==> config.mk <==
export PLATFORM = sky130hd
export DESIGN_NAME = sp_sram_arb
export DESIGN_NICKNAME = d
export VERILOG_FILES = /design/src/rtl/sp_sram_arb_pkg.sv /design/src/rtl/sp_sram_arb_rr_arb2.sv /design/src/rtl/sp_sram_arb.sv
export SDC_FILE = /design/constraint.sdc
export NUM_CORES = 1
export LEC_CHECK = 0
export BUFFER_PORTS_ARGS = -buffer_cell sky130_fd_sc_hd__buf_4
export CELL_PAD_IN_SITES_DETAIL_PLACEMENT = 0
export CELL_PAD_IN_SITES_GLOBAL_PLACEMENT = 1
export CORE_AREA = 2 2 71 73
export CTS_CLUSTER_DIAMETER = 80
export DETAILED_ROUTE_END_ITERATION = 10
export DIE_AREA = 0 0 73 75
export GPL_TIMING_DRIVEN = 0
export PLACE_DENSITY = 0.85
export SLEW_MARGIN = 20
export SYNTH_ARGS = -nofsm -noshare
export SYNTH_HDL_FRONTEND = slang
export SYNTH_SLANG_ARGS = --single-unit
==> constraint.sdc <==
create_clock -name clk -period 1.7 [get_ports clk]
set_input_delay 0.34 -clock clk [delete_from_list [all_inputs] [get_ports clk]]
set_output_delay 0.34 -clock clk [all_outputs]
set_load 0.05 [all_outputs]
==> src/rtl/sp_sram_arb_pkg.sv <==
// rtl/sp_sram_arb_pkg.sv - shared constants for the single-port SRAM arbiter
package sp_sram_arb_pkg;

  localparam int NREQ = 2;

  localparam logic [0:0] ST_INIT = 1'b0;
  localparam logic [0:0] ST_RUN  = 1'b1;

endpackage

==> src/rtl/sp_sram_arb_rr_arb2.sv <==
// rtl/sp_sram_arb_rr_arb2.sv - two-way round-robin grant, purely combinational
module rr_arb2
  import sp_sram_arb_pkg::*;
(
  input  logic [NREQ-1:0] req,
  input  logic            last,
  input  logic            en,
  output logic [NREQ-1:0] grant
);

  // On contention the requester that did not win last time is served.
  always_comb begin
    grant = '0;
    if (en) begin
      case (req)
        2'b01:   grant = 2'b01;
        2'b10:   grant = 2'b10;
        2'b11:   grant = last ? 2'b01 : 2'b10;
        default: grant = '0;
      endcase
    end
  end

endmodule

==> src/rtl/sp_sram_arb.sv <==
// rtl/sp_sram_arb.sv - round-robin arbiter and init sequencer for one single-port SRAM
module sp_sram_arb
  import sp_sram_arb_pkg::*;
#(
  parameter int                    ADDR_WIDTH = 4,
  parameter int                    DATA_WIDTH = 16,
  parameter int                    DEPTH      = 2**ADDR_WIDTH,
  parameter int                    INIT_EN    = 1,
  parameter logic [DATA_WIDTH-1:0] INIT_VAL   = '0
) (
  input  logic                       clk,
  input  logic                       rst,
  input  logic [NREQ-1:0]            req_valid,
  output logic [NREQ-1:0]            req_ready,
  input  logic [NREQ-1:0]            req_wr,
  input  logic [NREQ*ADDR_WIDTH-1:0] req_addr,
  input  logic [NREQ*DATA_WIDTH-1:0] req_wdata,
  output logic                       rsp_valid,
  output logic                       rsp_id,
  output logic [DATA_WIDTH-1:0]      rsp_rdata,
  output logic                       init_done,
  output logic [ADDR_WIDTH-1:0]      mem_addr,
  output logic [DATA_WIDTH-1:0]      mem_din,
  output logic                       mem_wr,
  input  logic [DATA_WIDTH-1:0]      mem_qout
);

  localparam logic [ADDR_WIDTH-1:0] LAST_ADDR = ADDR_WIDTH'(DEPTH - 1);
  localparam logic [0:0]            ST_RESET  = (INIT_EN != 0) ? ST_INIT : ST_RUN;

  logic [0:0]            state_q, state_d;
  logic [ADDR_WIDTH-1:0] init_cnt_q, init_cnt_d;
  logic                  rr_last_q, rr_last_d;
  logic                  rsp_valid_q, rsp_valid_d;
  logic                  rsp_id_q, rsp_id_d;

  logic [NREQ-1:0] grant;
  logic            arb_en;
  logic            handshake;
  logic            win_id;

  // Grants are suppressed while rst is high so req_ready reads 0 in reset.
  assign arb_en = (state_q == ST_RUN) && !rst;

  rr_arb2 u_arb (
    .req   (req_valid),
    .last  (rr_last_q),
    .en    (arb_en),
    .grant (grant)
  );

  assign handshake = |(req_valid & grant);
  assign win_id    = grant[1];

  always_comb begin
    state_d     = state_q;
    init_cnt_d  = init_cnt_q;
    rr_last_d   = rr_last_q;
    rsp_valid_d = 1'b0;
    rsp_id_d    = rsp_id_q;
    mem_wr      = 1'b0;
    mem_addr    = '0;
    mem_din     = '0;
    if (!rst) begin
      if (state_q == ST_INIT) begin
        mem_wr     = 1'b1;
        mem_addr   = init_cnt_q;
        mem_din    = INIT_VAL;
        init_cnt_d = init_cnt_q + 1'b1;
        if (init_cnt_q == LAST_ADDR) begin
          state_d    = ST_RUN;
          init_cnt_d = '0;
        end
      end else begin
        // Without a handshake win_id is 0, so requester 0 fields show through.
        if (win_id) begin
          mem_addr = req_addr[ADDR_WIDTH +: ADDR_WIDTH];
          mem_din  = req_wdata[DATA_WIDTH +: DATA_WIDTH];
        end else begin
          mem_addr = req_addr[0 +: ADDR_WIDTH];
          mem_din  = req_wdata[0 +: DATA_WIDTH];
        end
        mem_wr = handshake & req_wr[win_id];
        if (handshake) begin
          rr_last_d = win_id;
          if (!req_wr[win_id]) begin
            rsp_valid_d = 1'b1;
            rsp_id_d    = win_id;
          end
        end
      end
    end
  end

  always_ff @(posedge clk or posedge rst) begin
    if (rst) begin
      state_q     <= ST_RESET;
      init_cnt_q  <= '0;
      rr_last_q   <= 1'b1;
      rsp_valid_q <= 1'b0;
      rsp_id_q    <= 1'b0;
    end else begin
      state_q     <= state_d;
      init_cnt_q  <= init_cnt_d;
      rr_last_q   <= rr_last_d;
      rsp_valid_q <= rsp_valid_d;
      rsp_id_q    <= rsp_id_d;
    end
  end

  assign req_ready = grant;
  assign rsp_valid = rsp_valid_q;
  assign rsp_id    = rsp_id_q;
  assign rsp_rdata = mem_qout;
  assign init_done = (state_q == ST_RUN);

endmodule

* Word level (Yosys, flattened, before mapping) *
Cells that the tools add are included.

storage, ports and cells
  register bits = 8
  input bits = 62
  output and inout port bits = 42
  logic and storage cells = 42

cells by class
  add/sub/neg operators = 1
  magnitude comparators = 1
  equality and inequality tests = 4
  multiplexer cells = 20
  bitwise operators = 5
  reductions and logical operators = 6

operator list
  kind                                                                   count
  16-bit 2-to-1 mux                                                      3
  4-bit 2-to-1 mux                                                       4
  1-bit 2-to-1 mux                                                       10
  2-bit one-hot mux with 3 select lines                                  1
  4-bit by 1-bit adder with 4-bit output, second input constant          1
  2-bit equality test, second input constant                             2
  4-bit equality test, second input constant                             1
  2-bit 2-to-1 mux                                                       2
  4-bit AND reduction                                                    1
  1-bit NOT                                                              3
  3-bit AND reduction                                                    1
  2-bit bitwise AND                                                      1
  2-bit by 1-bit equality test with 1-bit output, second input constant  1
  1-bit by 2-bit < comparator with 1-bit output, second input constant   1
  2-bit AND reduction                                                    1
  2-bit OR reduction                                                     1
  1-bit bitwise AND                                                      1
  1-bit logical AND                                                      1
  1-bit zero test                                                        1

* Longest topological paths before layout *
Gate-level depths: netlist of run 1.

  depth after elaboration = 9
  gate-level depth with buffers = 4
  depth with buffers taken out = 4

* By module *
A second synthesis of run 1 with hierarchy kept.

second synthesis, totals
  cells, all modules = 112
  area, all modules = 897.1 µm²

by module, submodules not included
  module       instances  cells each  area an instance (µm²)  sequential area each (µm²)
  sp_sram_arb  1          107         875.8                   201.4
  rr_arb2      1          5           21.3                    0.0

* Least setup slack after synthesis of run 1 *
OpenSTA, ideal clock, no wires.

  path type = register to output
  start point = register state_q (netlist: init_done)
  end point = output mem_addr[3]
  arrival time = 2258 ps
  required time = 1360 ps
  path slack = -898 ps
  stages on the path, launching flop included = 4
  buffers on the path = 1
  cell sequence = dfrtp_1 > buf_2 > nor2_1 > a311oi_1

between the ends
  word-level cells in the longest chain between the ends = 5

ends and longest elaborated chain
  item                    RTL line                   RTL
  start, declared         sp_sram_arb.sv:31          logic [0:0] state_q, state_d;
  start signal, assigned  sp_sram_arb.sv:103         state_q <= state_d;
  1-bit logical AND       sp_sram_arb.sv:43          assign arb_en = (state_q == ST_RUN) && !rst;
  2-bit 2-to-1 mux        sp_sram_arb_rr_arb2.sv:14  if (en) begin
  4-bit 2-to-1 mux        sp_sram_arb.sv:76          if (win_id) begin
  4-bit 2-to-1 mux (*)    sp_sram_arb.sv:65          if (state_q == ST_INIT) begin
  4-bit 2-to-1 mux (*)    sp_sram_arb.sv:64          if (!rst) begin
  end, declared           sp_sram_arb.sv:22          output logic [ADDR_WIDTH-1:0] mem_addr,

Mark *: on every way between the ends. The rest lies on a longest branch, timed or not.

* Worst setup path after layout of run 1 *
  start point = register rr_last_q
  end point = output mem_addr[2]

between the ends
  word-level cells in the longest chain between the ends = 6

ends and longest elaborated chain
  item                                   RTL line                   RTL
  start, declared                        sp_sram_arb.sv:33          logic rr_last_q, rr_last_d;
  start signal, assigned                 sp_sram_arb.sv:105         rr_last_q <= rr_last_d;
  2-bit 2-to-1 mux                       sp_sram_arb_rr_arb2.sv:18  2'b11: grant = last ? 2'b01 : 2'b10;
  2-bit one-hot mux with 3 select lines  sp_sram_arb_rr_arb2.sv:15  case (req)
  2-bit 2-to-1 mux                       sp_sram_arb_rr_arb2.sv:14
  4-bit 2-to-1 mux                       sp_sram_arb.sv:76
  4-bit 2-to-1 mux                       sp_sram_arb.sv:65
  4-bit 2-to-1 mux                       sp_sram_arb.sv:64

No other way between the ends.

==> impl_metrics.yaml, run 1 <==
pwr:
  clkPwrFrac_pct: 9.3
  switching_share_pct: 51.7
  p_int_mw: 1.25
  p_per_area_nw_per_um2: 1200
  ir_drop_mv: 0.376
  seqPwrFrac_pct: 15.1
  total_leakage_power_nw: 1.02
  p_comb_share_pct: 75.6
  power_mw: 2.60
  switching_power_mw: 1.34
drt:
  wire_per_inst_um: 12.1
  drc: 0
  drt_wl_total_mm: 3.41
  first_iter_violations: 13
  via_count: 1242
  ant_nets: 0
  dr.pass1.iters: 5
  via_per_inst: 4.40
floorplanning:
  start_util_pct: 18.6
  die-area_um2: 5480
  core_area_um2: 4660
  die_h_um: 75
  floorplan.rows: 25
  num_io_pins: 104
  die_w_um: 73
critical_path:
  critPathLaunchType: "flop"
  crit_type: "flop to output pin"
  ff2ff_setup_slack_ns: 0.16
  r2r.worst_path.cells: 7
  end_kind: "output pin"
  regToRegStartpoint: "rr_last_q$_DFFE_PP1P_"
  cp_data_required_time_ns: 1.36
  cp_max_fo: 5
  cp.arrival_ns: 1.62
  worstReg2RegEnd: "rsp_valid$_DFF_PP0_"
global_routing:
  antenna_found_initial: 0
  grt_pass1_vias: 1172
  overflow: 0
  grt_pass1_wl_mm: 5.02
  grt_util_all_layers_pct: 11.5
  grt_max_degree: 11
finish:
  fin_nets: 292
  area_growth_pct: 149
  final_cell_mix: "buf_4 (90), nand2_1 (33), buf_6 (25), a21oi_4 (10), nand2_4 (8)"
  final_cell_area_um2: 2160
  stdcell_count: 282
  fin_util_pct: 46.3
  drive_gt1_share_pct: 71.9
  final_common_cell: "buf_4"
  diodes: 0
  multiInputGateArea_um2: 788
  num-fill-cells: 465
  register_area_um2: 203
clocking:
  clk_latency_ns: 0.23
  cts_tree: "yes"
  htree_num_levels: 1
  clk_pin_slew_worst_paths_ns: 0.04
  cts_buffer_depth: 2
  root_buffer: "clkbuf_8"
  numCtsBuffers: 3
  cts_num_sinks: 8
timing:
  setup_viol: 22
  tightest_slew_ns: 0.325
  final_hold_viol_count: 0
  rsz0062_at_grt: "yes"
  relSlewSlack_pct: 78.3
  setup_tns_ns: -4.58
  whs_ns: 0.332
  fin_crit_ns: 1.96
  slew_violations: 0
  finalClockSkew_ns: 0.00366
  fmax_ghz: 0.510
  post-route-period-util_pct: 115
  setup_ws_ns: -0.262
synth:
  yosysSeqAreaShare_pct: 23.3
  yosysTopAreaCell: "dfrtp_1"
  ys_types: 29
  netlist.area_leader.share_pct: 20.2
  yosys_warnings: 0
  syn_inst: 127
  synth_area_leaders: "dfrtp_1 (20%), nand2_1 (19%), buf_4 (16%), a21oi_1 (9.8%), a311oi_2 (3.5%)"
  netlist_area_um2: 866
  synth_nets: 190
  avgSynthCellArea_um2: 6.82
  ys_ff_latch: 8
hold_path:
  hold_path_class: "input port to asynchronous set/reset pin"
status:
  violations: "negative setup slack"
  status: "complete, but fails checks"
placed_design:
  gp_congestion: 0.725
  place_hpwl_mm: 2.67
  dp.cells: 268
  placed_area_um2: 1810
  dp_slack_ns: -0.196
  numPortBuffers: 87
flow_run:
  max-cap-violations: 0
[power by group through the flow]
stage | Clock (mW) | Sequential [mW] | Combinational, mW
2_1_floorplan | 0 | 0.475 | 1.15
3_3_place_gp | 0 | 0.403 | 1.67
3_5_place_dp | 0 | 0.402 | 1.68
4_1_cts | 0.247 | 0.396 | 1.88
5_1_grt | 0.253 | 0.409 | 2.08
6_report | 0.240 | 0.393 | 1.96
[worst max-delay path, cell delays in order (launching register included)]
cell and delay (ns):
dfstp_2 0.56, a21bo_4 0.17, buf_8 0.13, nand2_4 0.05, a311oi_4 0.28, buf_6 0.19
[sequential cells by signal, summed over array words and instances, names as in the netlist]
register,flops
init_done,1
rr_last_q,1
rsp_id,1
rsp_valid,1
init_cnt_q,4
[synthesized netlist by cell type]
cell type / number
o41ai_1: 1
a21o_1: 1
o21ai_0: 2
dfrtp_1: 7
dfstp_2: 1
o21bai_1: 2
a311oi_1: 2
nor2_1: 7
nand3b_1: 1
clkbuf_1: 1
a21boi_4: 1
xnor2_1: 1
ha_1: 1
nand4_1: 1
nand2b_1: 1
nand3_1: 1
and3b_1: 1
mux2_2: 1
a21oi_1: 17
inv_1: 3
buf_4: 18
nor3_1: 1
o32a_1: 1
nand2_1: 44
buf_2: 5
a31oi_1: 1
a311oi_2: 2
o211ai_1: 1
a21bo_2: 1
[logic make-up after synthesis]
group	share of synthesized area (%)
and+or+nand+nor	26.6
xor gates and xnor gates	1.01
DFF	23.3
adders and majority gates	1.44
AOI/OAI and AO/OA	26.2
muxes	1.30
buffers and inverters	20.2
[worst max-delay path by stage]
| stage | to | slack [ns] | cells past startpoint | startpoint |
|---|---|---|---|---|
| after CTS | mem_addr[2] | -0.27 | 5 | rr_last_q$_DFFE_PP1P_ |
| after floorplan | req_ready[1] | -0.13 | 3 | init_done$_DFFE_PP0N_ |
| after global placement | mem_addr[2] | -0.19 | 6 | req_valid[0] |
| after global routing | mem_addr[2] | -0.32 | 5 | rr_last_q$_DFFE_PP1P_ |
| after detailed placement | mem_addr[2] | -0.20 | 6 | req_valid[0] |
| final | mem_addr[2] | -0.26 | 5 | rr_last_q$_DFFE_PP1P_ |
[per-layer routing]
metal / global-route usage (%) / up-vias / wire length (um)
met5: 0 / - / 0
met4: 3.70 / 0 / 19
met3: 1.87 / 2 / 311
met2: 22.1 / 66 / 1870
met1: 12.8 / 561 / 1220
li1: - / 613 / -
[cell type report]
| cell class | instances | area share [%] |
|---|---|---|
| Sequential cell | 8 | 9.40 |
| Inverter | 3 | 0.522 |
| Multi-Input combinational cell | 92 | 36.6 |
| Timing Repair Buffer | 97 | 38.9 |
| Buffer | 24 | 9.40 |
| Tap cell | 54 | 3.13 |
| Clock buffer | 4 | 2.09 |
[timing repair]
action                                  CTS  global route
cloned                                    0             0
pin swaps                                13             6
hold buffers                              0             0
buffers inserted                          4             6
resized for setup                        43            15
endpoints found under the setup margin   23            23
(Power assumes the default switching activity.)
==> run 2, diff against run 1 <==
ABC_AREA = 1   (was not set)
PLACE_DENSITY = 0.86   (was 0.85)
RECOVER_POWER = 100   (was not set)
==> impl_metrics.yaml, run 2 <==
pwr:
  p_comb_share_pct: 63.8
  clkPwrFrac_pct: 19.1
  seqPwrFrac_pct: 17.1
  switching_share_pct: 44.2
  switching_power_mw: 0.540
  ir_drop_mv: 0.426
  p_int_mw: 0.682
  total_leakage_power_nw: 0.986
  p_per_area_nw_per_um2: 562
timing:
  tightest_slew_ns: 0.600
  fin_crit_ns: 1.83
  finalClockSkew_ns: 0.00623
  rsz0062_at_grt: "yes"
  post-route-period-util_pct: 108
  fmax_ghz: 0.547
  relSlewSlack_pct: 60.1
  setup_tns_ns: -1.90
  final_hold_viol_count: 0
  slew_violations: 0
  setup_viol: 21
  whs_ns: 0.0751
  setup_ws_ns: -0.128
drt:
  ant_nets: 0
  via_per_inst: 4.27
  via_count: 1252
  drt_wl_total_mm: 3.55
  wire_per_inst_um: 12.1
  first_iter_violations: 21
  drc: 0
  dr.pass1.iters: 4
synth:
  netlist.area_leader.share_pct: 20.4
  avgSynthCellArea_um2: 6.31
  ys_ff_latch: 8
  yosysSeqAreaShare_pct: 23.5
  ys.flop_type: "dfrtp_1"
  ys_types: 23
  synth_nets: 199
  synth.most_common_cell: "nor2_1"
  syn_inst: 136
  netlist_area_um2: 858
  synth-edff-count: 0
  yosys-top-cells-count: "nor2_1 (39), o21ai_0 (20), buf_4 (16)"
  async_flop_share_pct: 100
  yosysTopAreaCell: "dfrtp_1"
  yosys_warnings: 0
  synth_area_leaders: "dfrtp_1 (20%), nor2_1 (17%), buf_4 (14%), o21ai_0 (12%), inv_1 (4.8%)"
flow_run:
  max-cap-violations: 0
global_routing:
  grt_pass1_vias: 1116
  grt_max_degree: 11
  antenna_found_initial: 0
  overflow: 0
  grt_pass1_wl_mm: 4.94
  grt_util_all_layers_pct: 11.4
placed_design:
  numPortBuffers: 87
  gp_congestion: 0.726
  place_hpwl_mm: 2.62
clocking:
  clk_pin_slew_worst_paths_ns: 0.04
  root_buffer: "clkbuf_8"
  clk_latency_ns: 0.23
  htree_num_levels: 1
  cts_hold_buf: 0
  numCtsBuffers: 3
  cts_num_sinks: 8
  cts_tree: "yes"
  cts_buffer_depth: 2
finish:
  regMostFlops: "init_cnt_q"
  largest_reg_flops: 4
  diodes: 0
  area_growth_pct: 154
  num-fill-cells: 472
  final_common_cell: "buf_4"
  fin_nets: 303
  drive_gt1_share_pct: 66.9
  final_cell_mix: "buf_4 (68), nor2_4 (26), buf_6 (21), clkbuf_1 (21), nor2_1 (11)"
critical_path:
  cp.arrival_ns: 1.49
  cp_data_required_time_ns: 1.36
  critPathLaunchType: "flop"
  cp_max_fo: 5
  ff2ff_setup_slack_ns: 0.37
  end_kind: "output pin"
  crit_type: "flop to output pin"
floorplanning:
  floorplan.rows: 25
  die_w_um: 73
  die-area_um2: 5480
  die_h_um: 75
  start_util_pct: 18.4
  core_area_um2: 4660
  num_io_pins: 104
hold_path:
  hold_path_class: "input port to asynchronous set/reset pin"
status:
  violations: "negative setup slack"
  status: "complete, but fails checks"
[run 2: changes by cell type after synthesis, sizes merged, moves of 2 or more]
cell and delta:
o22ai +5, nor2 +35, nand2 -30, o21bai -2, inv +10, a21oi -16
buf -2, a311oi -4, nand3 +2, o21ai +21
[run 2: cells by family after synthesis]
family                   Yosys count  share of synthesized area (%)
AND/OR/NAND/NOR                   62                           32.2
buffers and inverters             34                           23.3
flip-flops                         8                           23.5
AO/OA/AOI/OAI                     30                           18.5
adder cells (fa/ha/maj)            1                           1.46
XOR/XNOR                           1                           1.02
[run 2: layout make-up]
cell class	count	area, um^2	area share, %
buffer	21	185	8.51
clock buffer	4	45.0	2.07
inverter	13	53.8	2.47
multi-input combinational	96	831	38.2
sequential	8	203	9.31
tap	54	67.6	3.10
timing repair buffer	97	792	36.4
[run 2: metal layers]
layer | global-route usage [%] | wire [um] | part of all wire [%]
met1 | 13.1 | 1300 | 36
met2 | 21.6 | 2030 | 57
met3 | 1.34 | 186 | 5.2
met4 | 4.32 | 36 | 1.0
met5 | 0 | 0 | 0
[run 2: final timing paths]
check | cells after the start | end | start
setup / recovery | 7 | mem_din[10] | rr_last_q$_DFFE_PP1P_
hold / removal | 2 | init_cnt_q[3]$_DFFE_PP0P_ | rst
setup reg to reg | 7 | rsp_id$_DFFE_PP0P_ | rr_last_q$_DFFE_PP1P_
hold reg to reg | 2 | rsp_id$_DFFE_PP0P_ | rsp_id$_DFFE_PP0P_
max in group asynchronous | 2 | rr_last_q$_DFFE_PP1P_ | rst
min in group clk | 4 | rsp_id$_DFFE_PP0P_ | req_wr[1]
[run 2: worst max-delay path, stage by stage (launching register included)]
cell	delay, ns
dfstp_2	0.54
nand2_4	0.09
nand2_8	0.10
buf_4	0.12
inv_4	0.05
o21ai_4	0.15
nor2_4	0.06
buf_8	0.14
[run 2: what timing repair did]
action / in CTS / in global routing
buffers inserted: 4 / 3
gates resized for setup: 87 / 19
endpoints found under the setup margin: 22 / 22
cloned: 2 / 3
pin swaps: 8 / 9
[run 2: per-stage QoR]
step,setup WS (ns),instances,power (mW),cell area (um^2),util [%]
floorplan,0.00297,136,0.643,1050,-
global placement,-0.131,277,0.843,1770,38.0
detailed placement,-0.157,277,0.848,1770,38.0
CTS,-0.152,287,1.21,2110,45.3
global route,-0.188,293,1.29,2180,46.7
finish,-0.128,293,1.22,2180,46.7
[run 2: power by group through the flow]
stage | clock [mW] | combinational, mW | sequential (mW)
floorplan | 0 | 0.414 | 0.229
global placement | 0 | 0.633 | 0.210
detailed placement | 0 | 0.639 | 0.209
CTS | 0.244 | 0.757 | 0.209
global route | 0.260 | 0.821 | 0.210
finish | 0.234 | 0.780 | 0.209
==> run 3, diff against run 2 <==
CORE_AREA = 2 2 69 71   (was 2 2 71 73)
DIE_AREA = 0 0 71 73   (was 0 0 73 75)
PLACE_DENSITY = 0.9   (was 0.86)
clock period = 2.2 ns   (was 1.7 ns; I/O delays follow)
==> impl_metrics.yaml, run 3 (synthesis results as in run 2) <==
timing:
  whs_ns: 0.140
  tightest_slew_ns: 0.606
  fin_crit_ns: 2.13
  rsz0062_at_grt: "yes"
  final_hold_viol_count: 0
  setup_viol: 0
  post-route-period-util_pct: 96.8
  relSlewSlack_pct: 59.8
  finalClockSkew_ns: 0.00388
  fmax_ghz: 0.469
  slew_violations: 0
clocking:
  clk_latency_ns: 0.24
  cts_num_sinks: 8
  cts_buffer_depth: 2
  clk_pin_slew_worst_paths_ns: 0.04
  numCtsBuffers: 3
  cts_tree: "yes"
  ctsResizeCount: 0
  cts_setup_buffers: 0
  htree_num_levels: 1
  cts_hold_buf: 0
  root_buffer: "clkbuf_8"
finish:
  num-fill-cells: 499
  area_growth_pct: 89.8
  final_cell_mix: "buf_4 (86), nor2_1 (23), o21ai_0 (20), clkbuf_1 (19), nor2_2 (18)"
  drive_gt1_share_pct: 53.7
  regMostFlops: "init_cnt_q"
  largest_reg_flops: 4
  final_common_cell: "buf_4"
  fin_util_pct: 35.9
  fin_nets: 291
  diodes: 0
drt:
  dr.pass1.iters: 3
  via_per_inst: 4.23
  via_count: 1190
  drc: 0
  ant_nets: 0
  drt_wl_total_mm: 2.95
  wire_per_inst_um: 10.5
  first_iter_violations: 23
critical_path:
  cp_data_required_time_ns: 1.76
  cp.arrival_ns: 1.69
  cp_max_fo: 10
  critPathLaunchType: "flop"
  end_kind: "output pin"
  crit_type: "flop to output pin"
floorplanning:
  floorplan.rows: 25
  num_io_pins: 104
  core_area_um2: 4540
  die_h_um: 73
  die_w_um: 71
  die-area_um2: 5180
  start_util_pct: 18.9
global_routing:
  overflow: 0
  grt_pass1_vias: 1037
  grt_max_degree: 11
  antenna_found_initial: 0
  grt_pass1_wl_mm: 4.47
  grt_util_all_layers_pct: 10.8
pwr:
  total_leakage_power_nw: 0.842
  ir_drop_mv: 0.158
  p_per_area_nw_per_um2: 487
hold_path:
  hold_path_class: "input port to asynchronous set/reset pin"
placed_design:
  gp_congestion: 0.770
  place_hpwl_mm: 2.45
  numPortBuffers: 87
flow_run:
  max-cap-violations: 0
status:
  status: "completed"
run 3: changes by cell type in the layout (fill, tap and decap cells not counted), sizes merged:
cell / previous run / this run
nand2: 15 / 14
nor2: 43 / 42
clkbuf: 25 / 23
buf: 97 / 89
run 3: stage by stage:
| step | std cells | area [um^2] | TNS (ns) | worst slack, ns | power [mW] |
|---|---|---|---|---|---|
| 6_report | 281 | 1630 | 0 | 0.0697 | 0.793 |
| 5_1_grt | 281 | 1630 | -0.000681 | -0.000681 | 0.832 |
| 4_1_cts | 281 | 1690 | 0 | 0.0310 | 0.814 |
| 3_5_place_dp | 277 | 1650 | 0 | 0.186 | 0.620 |
| 3_3_place_gp | 277 | 1650 | 0 | 0.177 | 0.619 |
| 2_1_floorplan | 136 | 928 | 0 | 0.0735 | 0.463 |
run 3: final timing paths:
path	from	endpoint	slack (ns)	cells after the start
worst max-delay path	rr_last_q$_DFFE_PP1P_	mem_din[6]	0.07	6
worst min-delay path	rst	init_cnt_q[3]$_DFFE_PP0P_	0.14	2
worst max register to register	init_done$_DFFE_PP0N_	init_cnt_q[3]$_DFFE_PP0P_	0.92	7
worst min register to register	rsp_id$_DFFE_PP0P_	rsp_id$_DFFE_PP0P_	0.48	2
max in group asynchronous	rst	rr_last_q$_DFFE_PP1P_	1.81	2
min in group clk	req_wr[1]	rsp_id$_DFFE_PP0P_	0.48	4
run 3: power by group:
group	switching [mW]	internal, mW
Clock	0.0655	0.126
Combinational	0.285	0.156
Sequential	0.00342	0.156
run 3: layout make-up:
| class | count | area (um^2) | area share [%] |
|---|---|---|---|
| plain buffers | 21 | 156 | 9.60 |
| clock buffers | 4 | 45.0 | 2.76 |
| inverters | 13 | 48.8 | 3.00 |
| multi-input cells | 94 | 524 | 32.2 |
| flip-flops and latches | 8 | 201 | 12.4 |
| well taps | 54 | 67.6 | 4.15 |
| repair buffers | 87 | 586 | 35.9 |
run 3: critical path: stages (launching register included):
cell	delay, ns
dfstp_2	0.52
nand2_1	0.07
nand2_2	0.17
clkbuf_4	0.25
o21ai_0	0.12
nor2_2	0.12
buf_4	0.20
run 3: per-layer routing:
layer | global-route usage, % | part of all wire (%) | up-vias
li1 | - | - | 603
met1 | 11.9 | 39 | 532
met2 | 19.5 | 51 | 48
met3 | 1.80 | 7.2 | 7
met4 | 6.29 | 2.6 | 0
met5 | 0 | 0 | -
